===== config.mk =====
export PLATFORM = sky130hd
export DESIGN_NAME = msu_sched
export DESIGN_NICKNAME = d
export VERILOG_FILES = /design/src/rtl/msu_sched.sv
export SDC_FILE = /design/constraint.sdc
export NUM_CORES = 1
export LEC_CHECK = 0
export ABC_AREA = 1
export CORE_AREA = 2 2 181 183
export DETAILED_ROUTE_END_ITERATION = 7
export DIE_AREA = 0 0 183 185
export HOLD_SLACK_MARGIN = 0.03
export PLACE_DENSITY = 0.82
export SLEW_MARGIN = 20
export SYNTH_ARGS = -nofsm -noshare
export SYNTH_HDL_FRONTEND = slang
export SYNTH_SLANG_ARGS = --single-unit

===== constraint.sdc =====
create_clock -name clk -period 16.8 [get_ports clk]
set_input_delay 4.2 -clock clk [delete_from_list [all_inputs] [get_ports clk]]
set_output_delay 4.2 -clock clk [all_outputs]
set_load 0.01 [all_outputs]

===== src/rtl/msu_sched.sv =====
// Round-robin scheduler that time-shares one modular squarer among NUM_REQ requesters.
// Optional iteration watchdog: define MSU_SCHED_WDOG_EN.

package redun_mont_pkg;
  localparam int DAT_BITS = 16;
  localparam int TOT_BITS = 20;
endpackage

module msu_sched #(
  parameter int NUM_REQ     = 4,
  parameter int SQ_IN_BITS  = redun_mont_pkg::DAT_BITS,
  parameter int SQ_OUT_BITS = redun_mont_pkg::TOT_BITS,
  parameter int T_LEN       = 64,
  parameter int WDOG_BITS   = 10,
  localparam int ID_W       = (NUM_REQ > 1) ? $clog2(NUM_REQ) : 1
) (
  input  logic                          clk,
  input  logic                          reset,
  input  logic [NUM_REQ-1:0]            req_valid,
  output logic [NUM_REQ-1:0]            req_ready,
  input  logic [NUM_REQ*T_LEN-1:0]      req_t_final,
  input  logic [NUM_REQ*SQ_IN_BITS-1:0] req_sq_in,
  output logic                          rsp_valid,
  input  logic                          rsp_ready,
  output logic [ID_W-1:0]               rsp_id,
  output logic [T_LEN-1:0]              rsp_t,
  output logic [SQ_OUT_BITS-1:0]        rsp_sq,
  output logic                          sq_reset,
  output logic                          sq_start,
  output logic [SQ_IN_BITS-1:0]         sq_in,
  input  logic                          sq_valid,
  input  logic [SQ_OUT_BITS-1:0]        sq_out,
  input  logic                          sq_locked,
  output logic                          busy
);

  typedef enum logic [2:0] {
    S_IDLE    = 3'd0,
    S_GRANT   = 3'd1,
    S_START   = 3'd2,
    S_COMPUTE = 3'd3,
    S_RESULT  = 3'd4,
    S_FLUSH   = 3'd5
  } state_t;

  state_t                  r_state;
  state_t                  w_state_nxt;
  logic [ID_W-1:0]         r_ptr;
  logic [ID_W-1:0]         r_id;
  logic [T_LEN-1:0]        r_cnt;
  logic [T_LEN-1:0]        r_t_final;
  logic [T_LEN-1:0]        r_rsp_t;
  logic [SQ_OUT_BITS-1:0]  r_rsp_sq;
  logic [SQ_IN_BITS-1:0]   r_sq_in;
  logic [NUM_REQ-1:0]      r_req_ready;
  logic                    r_rsp_valid;
  logic                    r_sq_start;
  logic                    r_sq_reset;
  logic                    r_busy;
  logic [T_LEN-1:0]        w_cnt_inc;
  logic [ID_W-1:0]         w_win_id;
  logic [ID_W-1:0]         w_idx;
  logic [ID_W-1:0]         w_ptr_nxt;
  logic                    w_win_found;
  logic                    w_done;
  logic                    w_wdog_to;
  logic [T_LEN-1:0]        w_tf [NUM_REQ];
  logic [SQ_IN_BITS-1:0]   w_si [NUM_REQ];

  for (genvar g = 0; g < NUM_REQ; g++) begin : g_unpack
    assign w_tf[g] = req_t_final[g*T_LEN +: T_LEN];
    assign w_si[g] = req_sq_in[g*SQ_IN_BITS +: SQ_IN_BITS];
  end

  assign w_cnt_inc = r_cnt + T_LEN'(1);
  assign w_done    = sq_valid && (w_cnt_inc == r_t_final);
  assign w_ptr_nxt = (w_win_id == ID_W'(NUM_REQ - 1)) ? '0 : w_win_id + ID_W'(1);

`ifdef MSU_SCHED_WDOG_EN
  logic [WDOG_BITS-1:0] r_wdog;

  // Watchdog: counts COMPUTE cycles since the last squarer pulse.
  always_ff @(posedge clk or posedge reset) begin
    if (reset) begin
      r_wdog <= '0;
    end else if ((r_state != S_COMPUTE) || sq_valid) begin
      r_wdog <= '0;
    end else begin
      r_wdog <= r_wdog + WDOG_BITS'(1);
    end
  end

  assign w_wdog_to = (r_state == S_COMPUTE) && (&r_wdog) && !sq_valid;
`else
  // No watchdog in this build; the width parameter stays for a uniform interface.
  assign w_wdog_to = (WDOG_BITS < 0);
`endif

  // Round-robin search starting at the grant pointer.
  always_comb begin
    w_win_found = 1'b0;
    w_win_id    = '0;
    w_idx       = '0;
    for (int k = 0; k < NUM_REQ; k++) begin
      w_idx = ID_W'((int'(r_ptr) + k) % NUM_REQ);
      if (!w_win_found && req_valid[w_idx]) begin
        w_win_found = 1'b1;
        w_win_id    = w_idx;
      end else begin
        w_win_found = w_win_found;
      end
    end
  end

  // Next-state logic.
  always_comb begin
    w_state_nxt = r_state;
    case (r_state)
      S_IDLE: begin
        if (w_win_found && sq_locked) w_state_nxt = S_GRANT;
        else                          w_state_nxt = S_IDLE;
      end
      S_GRANT: begin
        if (w_tf[r_id] == '0) w_state_nxt = S_RESULT;
        else                  w_state_nxt = S_START;
      end
      S_START: begin
        if (!sq_locked) w_state_nxt = S_RESULT;
        else            w_state_nxt = S_COMPUTE;
      end
      S_COMPUTE: begin
        if (!sq_locked || w_done || w_wdog_to) w_state_nxt = S_RESULT;
        else                                   w_state_nxt = S_COMPUTE;
      end
      S_RESULT: begin
        if (rsp_ready) w_state_nxt = S_FLUSH;
        else           w_state_nxt = S_RESULT;
      end
      S_FLUSH: w_state_nxt = S_IDLE;
      default: w_state_nxt = S_IDLE;
    endcase
  end

  // State register.
  always_ff @(posedge clk or posedge reset) begin
    if (reset) r_state <= S_IDLE;
    else       r_state <= w_state_nxt;
  end

  // Control outputs are registered from the next state so they align with it.
  always_ff @(posedge clk or posedge reset) begin
    if (reset) begin
      r_ptr       <= '0;
      r_cnt       <= '0;
      r_req_ready <= '0;
      r_rsp_valid <= 1'b0;
      r_sq_start  <= 1'b0;
      r_sq_reset  <= 1'b1;
      r_busy      <= 1'b0;
    end else begin
      if ((r_state == S_IDLE) && (w_state_nxt == S_GRANT)) begin
        r_ptr       <= w_ptr_nxt;
        r_req_ready <= NUM_REQ'(1) << w_win_id;
      end else begin
        r_req_ready <= '0;
      end
      if (r_state != S_COMPUTE)          r_cnt <= '0;
      else if (sq_valid && sq_locked)    r_cnt <= w_cnt_inc;
      r_rsp_valid <= (w_state_nxt == S_RESULT);
      r_sq_start  <= (w_state_nxt == S_START);
      r_sq_reset  <= (w_state_nxt == S_IDLE) || (w_state_nxt == S_FLUSH);
      r_busy      <= (w_state_nxt != S_IDLE);
    end
  end

  // Job and result data; deliberately left without reset.
  always_ff @(posedge clk) begin
    case (r_state)
      S_IDLE: begin
        if (w_state_nxt == S_GRANT) r_id <= w_win_id;
      end
      S_GRANT: begin
        r_t_final <= w_tf[r_id];
        r_sq_in   <= w_si[r_id];
        if (w_tf[r_id] == '0) begin
          r_rsp_sq <= SQ_OUT_BITS'(w_si[r_id]);
          r_rsp_t  <= '0;
        end
      end
      S_START: begin
        if (!sq_locked) r_rsp_t <= '1;
      end
      S_COMPUTE: begin
        if (!sq_locked) begin
          r_rsp_t <= '1;
        end else if (sq_valid) begin
          r_rsp_sq <= sq_out;
          if (w_done) r_rsp_t <= r_t_final;
        end else if (w_wdog_to) begin
          r_rsp_t <= '1;
        end
      end
      default: begin
      end
    endcase
  end

  assign req_ready = r_req_ready;
  assign rsp_valid = r_rsp_valid;
  assign rsp_id    = r_id;
  assign rsp_t     = r_rsp_t;
  assign rsp_sq    = r_rsp_sq;
  assign sq_reset  = r_sq_reset;
  assign sq_start  = r_sq_start;
  assign sq_in     = r_sq_in;
  assign busy      = r_busy;

endmodule


==> flow_metrics.tcl, run 1 <==
set metrics [dict create \
    outcome "completed" \
    synthCells 2141 \
    cts-hold-fix-buffers 0 \
    timing_hold_violations_final 0 \
    grtUsageTotal_pct 40.9 \
    switchingPower_mw 1.20 \
    fillerInstances 2662 \
    critPathSlowestCell "buf_4" \
    die_h_um 185 \
    grt_pass1_vias 16047 \
    fin_skew_ns 0.0137 \
    ir_drop_v 0.000120 \
    worstPathCellList "clkdlybuf4s50_1 -> a21oi_1 -> o21ai_0 -> nand2_1 -> nand2_1 -> nor3_1 -> nand4_1 -> nor2_1 -> nand3_1 -> nor2_1 -> nand2_1 -> a22oi_2 -> buf_4" \
    wire_per_inst_um 23.6 \
    crit_path_end_kind "flip-flop" \
    power_frac_seq_pct 34.1 \
    grt_pass1_wl_um 101000 \
    cp.required_ns 16.97 \
    cts_htree_levels 1 \
    synth-seq-area-share_pct 44.9 \
    cts_sinks 243 \
    core_area_um2 32000 \
    avgViaCountPerCell 5.73 \
    synth_cell_type_count 39 \
    die_w_um 183 \
    yosys-top-cells-count "nand2_1, inv_1, nor2_1, nand3_1, edfxtp_1" \
    path_class "input port to flip-flop" \
    finalMaxSlewViolations 0 \
    hpwl_um 56500 \
    clkSlewWorstSetupHoldPaths_ns 0.06 \
    ant_nets 0 \
    synth-edff-count 166 \
    design_area_um2 21200 \
    pwr-share-comb_pct 43.8 \
    cpPeakStageDelay_ns 0.65 \
    start_kind "input port" \
    num_vias 17147 \
    switching_share_pct 41.6 \
    cts-resized-gates 0 \
    critical-path-top-delay-family "simple AND/OR/NAND/NOR gates" \
    crit_arrival_ns 7.08 \
    layout-area-overhead-vs-synth_pct 37.9 \
    finalSetupViolCount 0 \
    fin_util_pct 66.3 \
    syn_area_per_cell_um2 7.19 \
    crit_fanout 64 \
    relSlewSlack_pct 31.4 \
    dr.first_iter.drc_count 2303 \
    crit_path_frequent_cell "nand2_1" \
    start_util_pct 48.1 \
    synthFlopType "edfxtp_1" \
    cts_made_buffers 27 \
    worstMarginPinSlew_ns 1.03 \
    post-route-drc-count 0 \
    yosysMostFrequentCell "nand2_1" \
    cts_tree "yes" \
    maxCapViolCount 0 \
    routabilityCongestion 1.00 \
    grt_max_degree 114 \
    synthTopCellsByArea "edfxtp_1, nand2_1, dfrtp_1" \
    power.internal_mw 1.69 \
    period_share_pct 41.2 \
    grt_remaining_overflow 0 \
    port_buffers 458 \
    synth_top_area_share_pct 32.4 \
    drive_above_1_share_pct 4.58 \
    fin_setup_tns_ns 0 \
    place_area_um2 20300 \
    clockPowerShare_pct 22.1 \
    synth_area_leader_cell "edfxtp_1" \
    whs_ns 0.600 \
    ys_async_sr_fraction_pct 31.7 \
    rows 66 \
    clk_latency_ns 0.55 \
    wirelength_um 70600 \
    leakagePower_nw 8.92 \
    ys_ff_latch 243 \
    dp_slack_ns 9.49 \
    dieArea_um2 33900 \
    power.density_nw_per_um2 136 \
    cts_root_buffer "clkbuf_16" \
    rsz0062_at_grt "no" \
    setup_ws_ns 9.88 \
    yosysWarnings 0 \
    cts_setup_buffers 0 \
    path_buf_inv 2 \
    syn_area_um2 15400 \
    max_freq_ghz 0.145 \
    fin_crit_ns 6.92 \
    final_nets 2911 \
    hp-class "flip-flop to flip-flop" \
    clockBufferDepth 3 \
    antenna_found_initial 11 \
    num_io_pins 459 \
    drtPass1Iterations 6 \
    syn_nets 2495 \
]
==> worst reg2reg max path, delay by kind of cell, from the launching register on <==
family / cells / cell delay [ns]
compound gates: 1 / 0.19
simple gates: 8 / 1.36
flops: 1 / 0.32
buf+inv: 4 / 2.92
==> per-layer routing <==
metal | share of wire, % | vias to the layer above | GRT usage (%)
li1 | - | 7853 | -
met2 | 46 | 1091 | 65.4
met5 | 0.20 | - | 2.52
met1 | 38 | 7990 | 52.5
met3 | 11 | 205 | 9.24
met4 | 5.3 | 8 | 19.4
==> layout make-up <==
| cell class | instances | area, µm² | share of cell area (%) |
|---|---|---|---|
| timing repair buffer | 470 | 4670 | 22.0 |
| inverter | 299 | 1120 | 5.29 |
| antenna | 9 | 22.5 | 0.106 |
| sequential | 243 | 6910 | 32.5 |
| multi-input combinational | 1516 | 7070 | 33.3 |
| clock inverter | 21 | 243 | 1.14 |
| tap | 408 | 510 | 2.40 |
| clock buffer | 28 | 689 | 3.24 |
==> state kept, by name, indices dropped and copies added (netlist names) <==
| name | cells |
|---|---|
| sq_reset | 1 |
| rsp_valid | 1 |
| sq_in | 16 |
| r_state | 3 |
| sq_start | 1 |
| busy | 1 |
| r_ptr | 2 |
| rsp_t | 64 |
| r_cnt | 64 |
| r_t_final | 64 |
| rsp_sq | 20 |
| req_ready | 4 |
| rsp_id | 2 |
==> cells by family (layout without fill, tap and decap cells) <==
| group | count (synthesis) | count (layout) | share of synthesized area, % |
|---|---|---|---|
| AOI/OAI and AO/OA | 339 | 339 | 12.2 |
| and+or+nand+nor | 1152 | 1152 | 31.4 |
| xor gates and xnor gates | 17 | 17 | 1.41 |
| other | 0 | 9 | 0 |
| buffers and inverters | 382 | 818 | 9.45 |
| DFF | 243 | 243 | 44.9 |
| muxes | 3 | 3 | 0.195 |
| adders and majority gates | 5 | 5 | 0.406 |
==> final timing paths <==
check / slack (ns) / depth (start not counted) / from / endpoint
max: 9.88 / 13 / req_t_final[87] / rsp_t[0]
min: 0.60 / 2 / r_cnt[63] / r_cnt[63]
max reg2reg: 11.54 / 13 / rsp_id[0] / rsp_t[0]
min reg2reg: 0.60 / 2 / r_cnt[63] / r_cnt[63]
max in group asynchronous: 11.49 / 3 / reset / r_cnt[54]
min in group asynchronous: 4.05 / 2 / reset / r_cnt[23]
==> per-stage QoR <==
stage | total power [mW] | std cells
global route | 3.00 | 2992
finish | 2.89 | 2994
global placement | 2.20 | 2936
CTS | 2.85 | 2985
floorplan | 1.64 | 2141
detailed placement | 2.22 | 2936
==> cell usage in the layout (no fill, tap or decap), types with 5 or more instances in the layout <==
cell type / count
clkinv_2: 14
nand2_1: 675
o21ai_1: 17
nand2_2: 10
nor2_4: 5
nor4_1: 5
nand3_1: 177
a32o_1: 16
o21ai_0: 101
nor2_1: 211
nand4_1: 27
dfrtp_1: 76
buf_4: 12
edfxtp_1: 166
xor2_1: 11
o22ai_1: 75
inv_1: 294
clkbuf_16: 27
diode_2: 9
clkdlybuf4s50_1: 458
xnor3_1: 5
ha_1: 5
a21oi_1: 126
nor2_2: 22
bufinv_16: 5
==> power by group through the flow <==
stage,Clock (mW),Combinational [mW],Sequential [mW]
floorplan,0,0.646,0.994
global placement,0,1.21,0.987
detailed placement,0,1.23,0.989
CTS,0.635,1.23,0.978
global route,0.654,1.35,0.991
finish,0.639,1.27,0.985
Power figures use the tool's default switching activity.
==> run 2, diff against run 1 <==
--- a/config.mk
+++ b/config.mk
@@ -6,11 +6,11 @@
 export NUM_CORES = 1
 export LEC_CHECK = 0
 export ABC_AREA = 1
-export CORE_AREA = 2 2 181 183
+export CORE_MARGIN = 2
+export CORE_UTILIZATION = 44
 export DETAILED_ROUTE_END_ITERATION = 7
-export DIE_AREA = 0 0 183 185
 export HOLD_SLACK_MARGIN = 0.03
-export PLACE_DENSITY = 0.82
+export PLACE_DENSITY = 0.78
 export SLEW_MARGIN = 20
 export SYNTH_ARGS = -nofsm -noshare
 export SYNTH_HDL_FRONTEND = slang
==> constraint.sdc (replaced) <==
create_clock -name clk -period 6 [get_ports clk]
set_input_delay 1.5 -clock clk [delete_from_list [all_inputs] [get_ports clk]]
set_output_delay 1.5 -clock clk [all_outputs]
set_load 0.01 [all_outputs]
==> run 2 against run 1 <==
Net effect: hold slack about the same; utilization decreased by 4.8 points; register-to-register slack got worse by 9.8 ns; sequential power grew to 2.8 times the previous value; flip-flop and latch count did not move; worst setup slack lost 8.1 ns; largest cell class unchanged.
==> flow_metrics.tcl, run 2 (same netlist as run 1, synthesis figures left out) <==
set metrics [dict create \
    hp-class "flip-flop to flip-flop" \
    num_vias 17013 \
    wire_per_inst_um 23.5 \
    clockBufferDepth 3 \
    start_util_pct 44.6 \
    grt_pass1_wl_um 101000 \
    die_w_um 191 \
    core_area_um2 34500 \
    drtPass1Iterations 5 \
    final_nets 2912 \
    finalMaxSlewViolations 0 \
    cts_setup_buffers 0 \
    layout_commonest_cell "nand2_1" \
    num_io_pins 459 \
    fin_crit_ns 4.26 \
    crit_arrival_ns 4.44 \
    antenna_found_initial 6 \
    max_freq_ghz 0.235 \
    r2r-start "rsp_id[1]" \
    fin_skew_ns 0.0159 \
    rows 68 \
    grt_pass1_vias 15566 \
    path_buf_inv 3 \
    place_area_um2 20400 \
    grt_max_degree 208 \
    port_buffers 458 \
    ir_drop_v 0.000334 \
    clkSlewWorstSetupHoldPaths_ns 0.06 \
    crit_path_end_kind "flip-flop" \
    rsz0062_at_grt "no" \
    outcome "completed" \
    path_class "flip-flop to flip-flop" \
    design_area_um2 21200 \
    routabilityCongestion 0.989 \
    hpwl_um 57100 \
    relSlewSlack_pct 26.8 \
    cts_root_buffer "clkbuf_16" \
    wirelength_um 71400 \
    grtUsageTotal_pct 38.1 \
    post-route-drc-count 0 \
    layout-area-overhead-vs-synth_pct 37.8 \
    fillerInstances 3241 \
    critical-path-top-delay-family "buffers and inverters" \
    critPathSlowestCell "buf_4" \
    start_kind "flip-flop" \
    cts-resized-gates 0 \
    mostFrequentLayoutCells "nand2_1, clkdlybuf4s50_1, inv_1" \
    ant_nets 0 \
    crit_start "rsp_id[1]" \
    period_share_pct 71.0 \
    dieArea_um2 36500 \
    worstMarginPinSlew_ns 1.10 \
    power.density_nw_per_um2 374 \
    cpPeakStageDelay_ns 0.66 \
    drive_above_1_share_pct 4.26 \
    finalSetupViolCount 0 \
    leakagePower_nw 8.87 \
    avgViaCountPerCell 5.59 \
    cp.required_ns 6.18 \
    clk_latency_ns 0.57 \
    grt_remaining_overflow 0 \
    cts_sinks 243 \
    cts_made_buffers 28 \
    cts_tree "yes" \
    timing_hold_violations_final 0 \
    p_total_mw 7.93 \
    cts-hold-fix-buffers 0 \
    crit_fanout 64 \
    fin_setup_tns_ns 0 \
    dr.first_iter.drc_count 2119 \
    cts_htree_levels 1 \
    die_h_um 191 \
    maxCapViolCount 0 \
    worstPathCellList "buf_4 -> inv_2 -> a21oi_1 -> a32o_1 -> nand4_1 -> nor2_1 -> nand3_1 -> nor2_1 -> nand2_1 -> a22oi_2 -> buf_4" \
    hp-start "r_cnt[63]" \
]
## run 2: worst reg2reg max path: cells and delay by family, from the launching register on
kind	cells	cell delay (ns)
buf+inv	3	1.67
flops	1	0.47
simple gates	5	0.77
compound gates	3	0.84
## run 2: path summary, 6_finish.rpt
path                             end  cells past startpoint  slack, ns
max in group asynchronous   sq_reset                      3       3.71
min                        r_cnt[63]                      2       0.60
max reg2reg                 rsp_t[2]                     11       1.74
min reg2reg                r_cnt[63]                      2       0.60
min in group asynchronous  r_cnt[11]                      2       1.36
max                         rsp_t[2]                     11       1.74
## run 2: per-layer routing
layer	part of all wire, %	GRT usage, %	vias to the layer above
met5	0.015	0	-
met4	3.4	12.6	2
met3	10	6.32	136
met2	46	61.1	1005
met1	40	52.4	8041
li1	-	-	7829
## run 2: area by class of cell
class	count	area (µm²)	area share [%]
Antenna cell	6	15.0	0.0707
Clock buffer	34	744	3.51
Clock inverter	18	88.8	0.418
Inverter	299	1130	5.31
Multi-Input combinational cell	1516	7070	33.3
Sequential cell	243	6910	32.6
Tap cell	455	569	2.68
Timing Repair Buffer	470	4710	22.2
## run 2: stage by stage
stage	hold WS (ns)	std cells	util, %	worst slack [ns]
floorplan	0.523	2141	-	0.861
global placement	0.564	2982	58.9	1.42
detailed placement	0.586	2982	58.9	1.39
CTS	0.598	3034	61.3	1.80
global route	0.625	3040	61.5	1.57
finish	0.600	3041	61.5	1.74
## run 2: report_power, final
group          switching (mW)  total (mW)  internal (mW)
Clock                   0.733        1.61          0.877
Combinational            2.31        3.53           1.22
Sequential              0.322        2.79           2.47
==> run 3, diff against run 2 <==
==> constraint.sdc (replaced) <==
create_clock -name clk -period 3.55 [get_ports clk]
set_input_delay 0.8875 -clock clk [delete_from_list [all_inputs] [get_ports clk]]
set_output_delay 0.8875 -clock clk [all_outputs]
set_load 0.01 [all_outputs]
==> run 3 against run 2 <==
Net effect: non-clock buffer count grew 61; combinational power grew 76%; worst setup slack lost 1.7 ns; first-iteration DRC count shrank 13%.
==> flow_metrics.tcl, run 3 (same netlist as run 1, synthesis figures left out) <==
set metrics [dict create \
    fin_crit_ns 3.48 \
    num_vias 17370 \
    port_buffers 458 \
    worstMarginPinSlew_ns 0.763 \
    grtUsageMet2_pct 59.8 \
    final_nets 2973 \
    finalSetupViolCount 0 \
    period_share_pct 98.2 \
    layout-area-overhead-vs-synth_pct 43.0 \
    finalMaxSlewViolations 0 \
    timing_hold_violations_final 0 \
    cts_sinks 243 \
    cts_tree "yes" \
    num_io_pins 459 \
    r2r-start "r_cnt[27]" \
    grt_remaining_overflow 0 \
    leakagePower_nw 9.26 \
    power.density_nw_per_um2 628 \
    routabilityCongestion 0.982 \
    drtPass1Iterations 6 \
    fillerInstances 3053 \
    crit_fanout 20 \
    p_total_mw 13.8 \
    grtUsageTotal_pct 37.7 \
    grt_pass1_wl_um 101000 \
    hp-start "r_cnt[8]" \
    wire_per_inst_um 22.9 \
    grtUsageMet3_pct 9.20 \
    clkSlewWorstSetupHoldPaths_ns 0.07 \
    path_class "flip-flop to flip-flop" \
    start_util_pct 44.6 \
    hpwl_um 56800 \
    grt_max_degree 114 \
    clk_latency_ns 0.56 \
    ir_drop_v 0.000443 \
    cts-hold-fix-buffers 0 \
    grt_util_met1_pct 49.1 \
    clockBufferDepth 3 \
    cts_root_buffer "clkbuf_16" \
    hp-class "flip-flop to flip-flop" \
    crit_arrival_ns 3.74 \
    antenna_found_initial 9 \
    dieArea_um2 36500 \
    avgViaCountPerCell 5.59 \
    fin_skew_ns 0.0133 \
    ant_nets 0 \
    dr.first_iter.drc_count 1833 \
    grt_pass1_vias 16500 \
    die_h_um 191 \
    crit_start "r_cnt[27]" \
    mostFrequentLayoutCells "nand2_1, clkdlybuf4s50_1, inv_1" \
    relSlewSlack_pct 49.1 \
    core_area_um2 34500 \
    drive_above_1_share_pct 7.42 \
    wirelength_um 71000 \
    cp.required_ns 3.81 \
    max_freq_ghz 0.287 \
    maxCapViolCount 0 \
    rows 68 \
    grt.busiest_layer "met2" \
    start_kind "flip-flop" \
    post-route-drc-count 0 \
    cts_htree_levels 1 \
    die_w_um 191 \
    outcome "completed" \
    fin_util_pct 63.8 \
    layout_commonest_cell "nand2_1" \
    crit_path_end_kind "flip-flop" \
    cts_made_buffers 28 \
]
## run 3: changes by cell type in the layout (fill, tap and decap cells not counted), moves of 4 or more
| cell | delta |
|---|---|
| buf_12 | +10 |
| buf_4 | +49 |
| clkbuf_1 | +7 |
| clkinv_1 | -5 |
| clkinv_2 | -5 |
| diode_2 | +4 |
| nor2_1 | -18 |
| nor2_2 | +10 |
| nor2_4 | +8 |
## run 3: final timing paths
path	cells past startpoint	to	slack (ns)
min in group asynchronous	3	r_cnt[15]	0.78
worst max register to register	15	rsp_t[7]	0.07
worst min-delay path	2	r_cnt[8]	0.60
worst max-delay path	15	rsp_t[7]	0.07
worst min register to register	2	r_cnt[8]	0.60
max in group asynchronous	3	sq_reset	2.36
## run 3: routing by layer
metal	part of all wire, %	vias to the layer above
li1	-	7977
met1	38	8122
met2	45	1064
met3	11	201
met4	4.8	6
met5	0.21	-
## run 3: metrics by stage
stage | TNS [ns] | area [µm²] | worst slack (ns) | instances | hold slack [ns]
5_1_grt | -0.574 | 22000 | -0.0319 | 3102 | 0.627
3_3_place_gp | -6.63 | 20900 | -0.132 | 3034 | 0.552
4_1_cts | 0 | 21800 | 0.0389 | 3086 | 0.592
6_report | 0 | 22000 | 0.0651 | 3106 | 0.604
2_1_floorplan | -101.35 | 15400 | -1.55 | 2141 | 0.523
3_5_place_dp | -7.75 | 20900 | -0.150 | 3034 | 0.577
## run 3: where the power goes
| group | total, mW | internal (mW) | switching [mW] |
|---|---|---|---|
| sequential | 4.71 | 4.17 | 0.541 |
| combinational | 6.23 | 2.33 | 3.90 |
| clock | 2.89 | 1.68 | 1.20 |
## run 3: area by class of cell
type                            instances  area, µm²  area share [%]
Clock buffer                           43        798            3.62
Inverter                              299       1130            5.14
Timing Repair Buffer                  531       5300            24.0
Clock inverter                          9       95.1           0.432
Multi-Input combinational cell       1516       7200            32.7
Tap cell                              455        569            2.58
Antenna cell                           10       25.0           0.114
Sequential cell                       243       6910            31.4
## run 3: worst max-delay path: stages, from the launching register on
cell     delay (ns)
dfrtp_1        0.44
nand2_1        0.11
nor2_2         0.22
nand2_1        0.21
nor2_2         0.22
nand2_2        0.20
nor2_2         0.21
xnor3_1        0.24
nor2_1         0.17
nand3_1        0.12
nor2_2         0.15
nand4_1        0.17
a22oi_2        0.21
buf_6          0.17
buf_12         0.15
buf_12         0.17
## run 3: repair_timing
action                     in CTS  in global routing
resized for setup               2                 42
pin swaps                       0                  7
setup buffers                   0                  9
cloned                          0                  1
setup endpoints to repair      63                 64
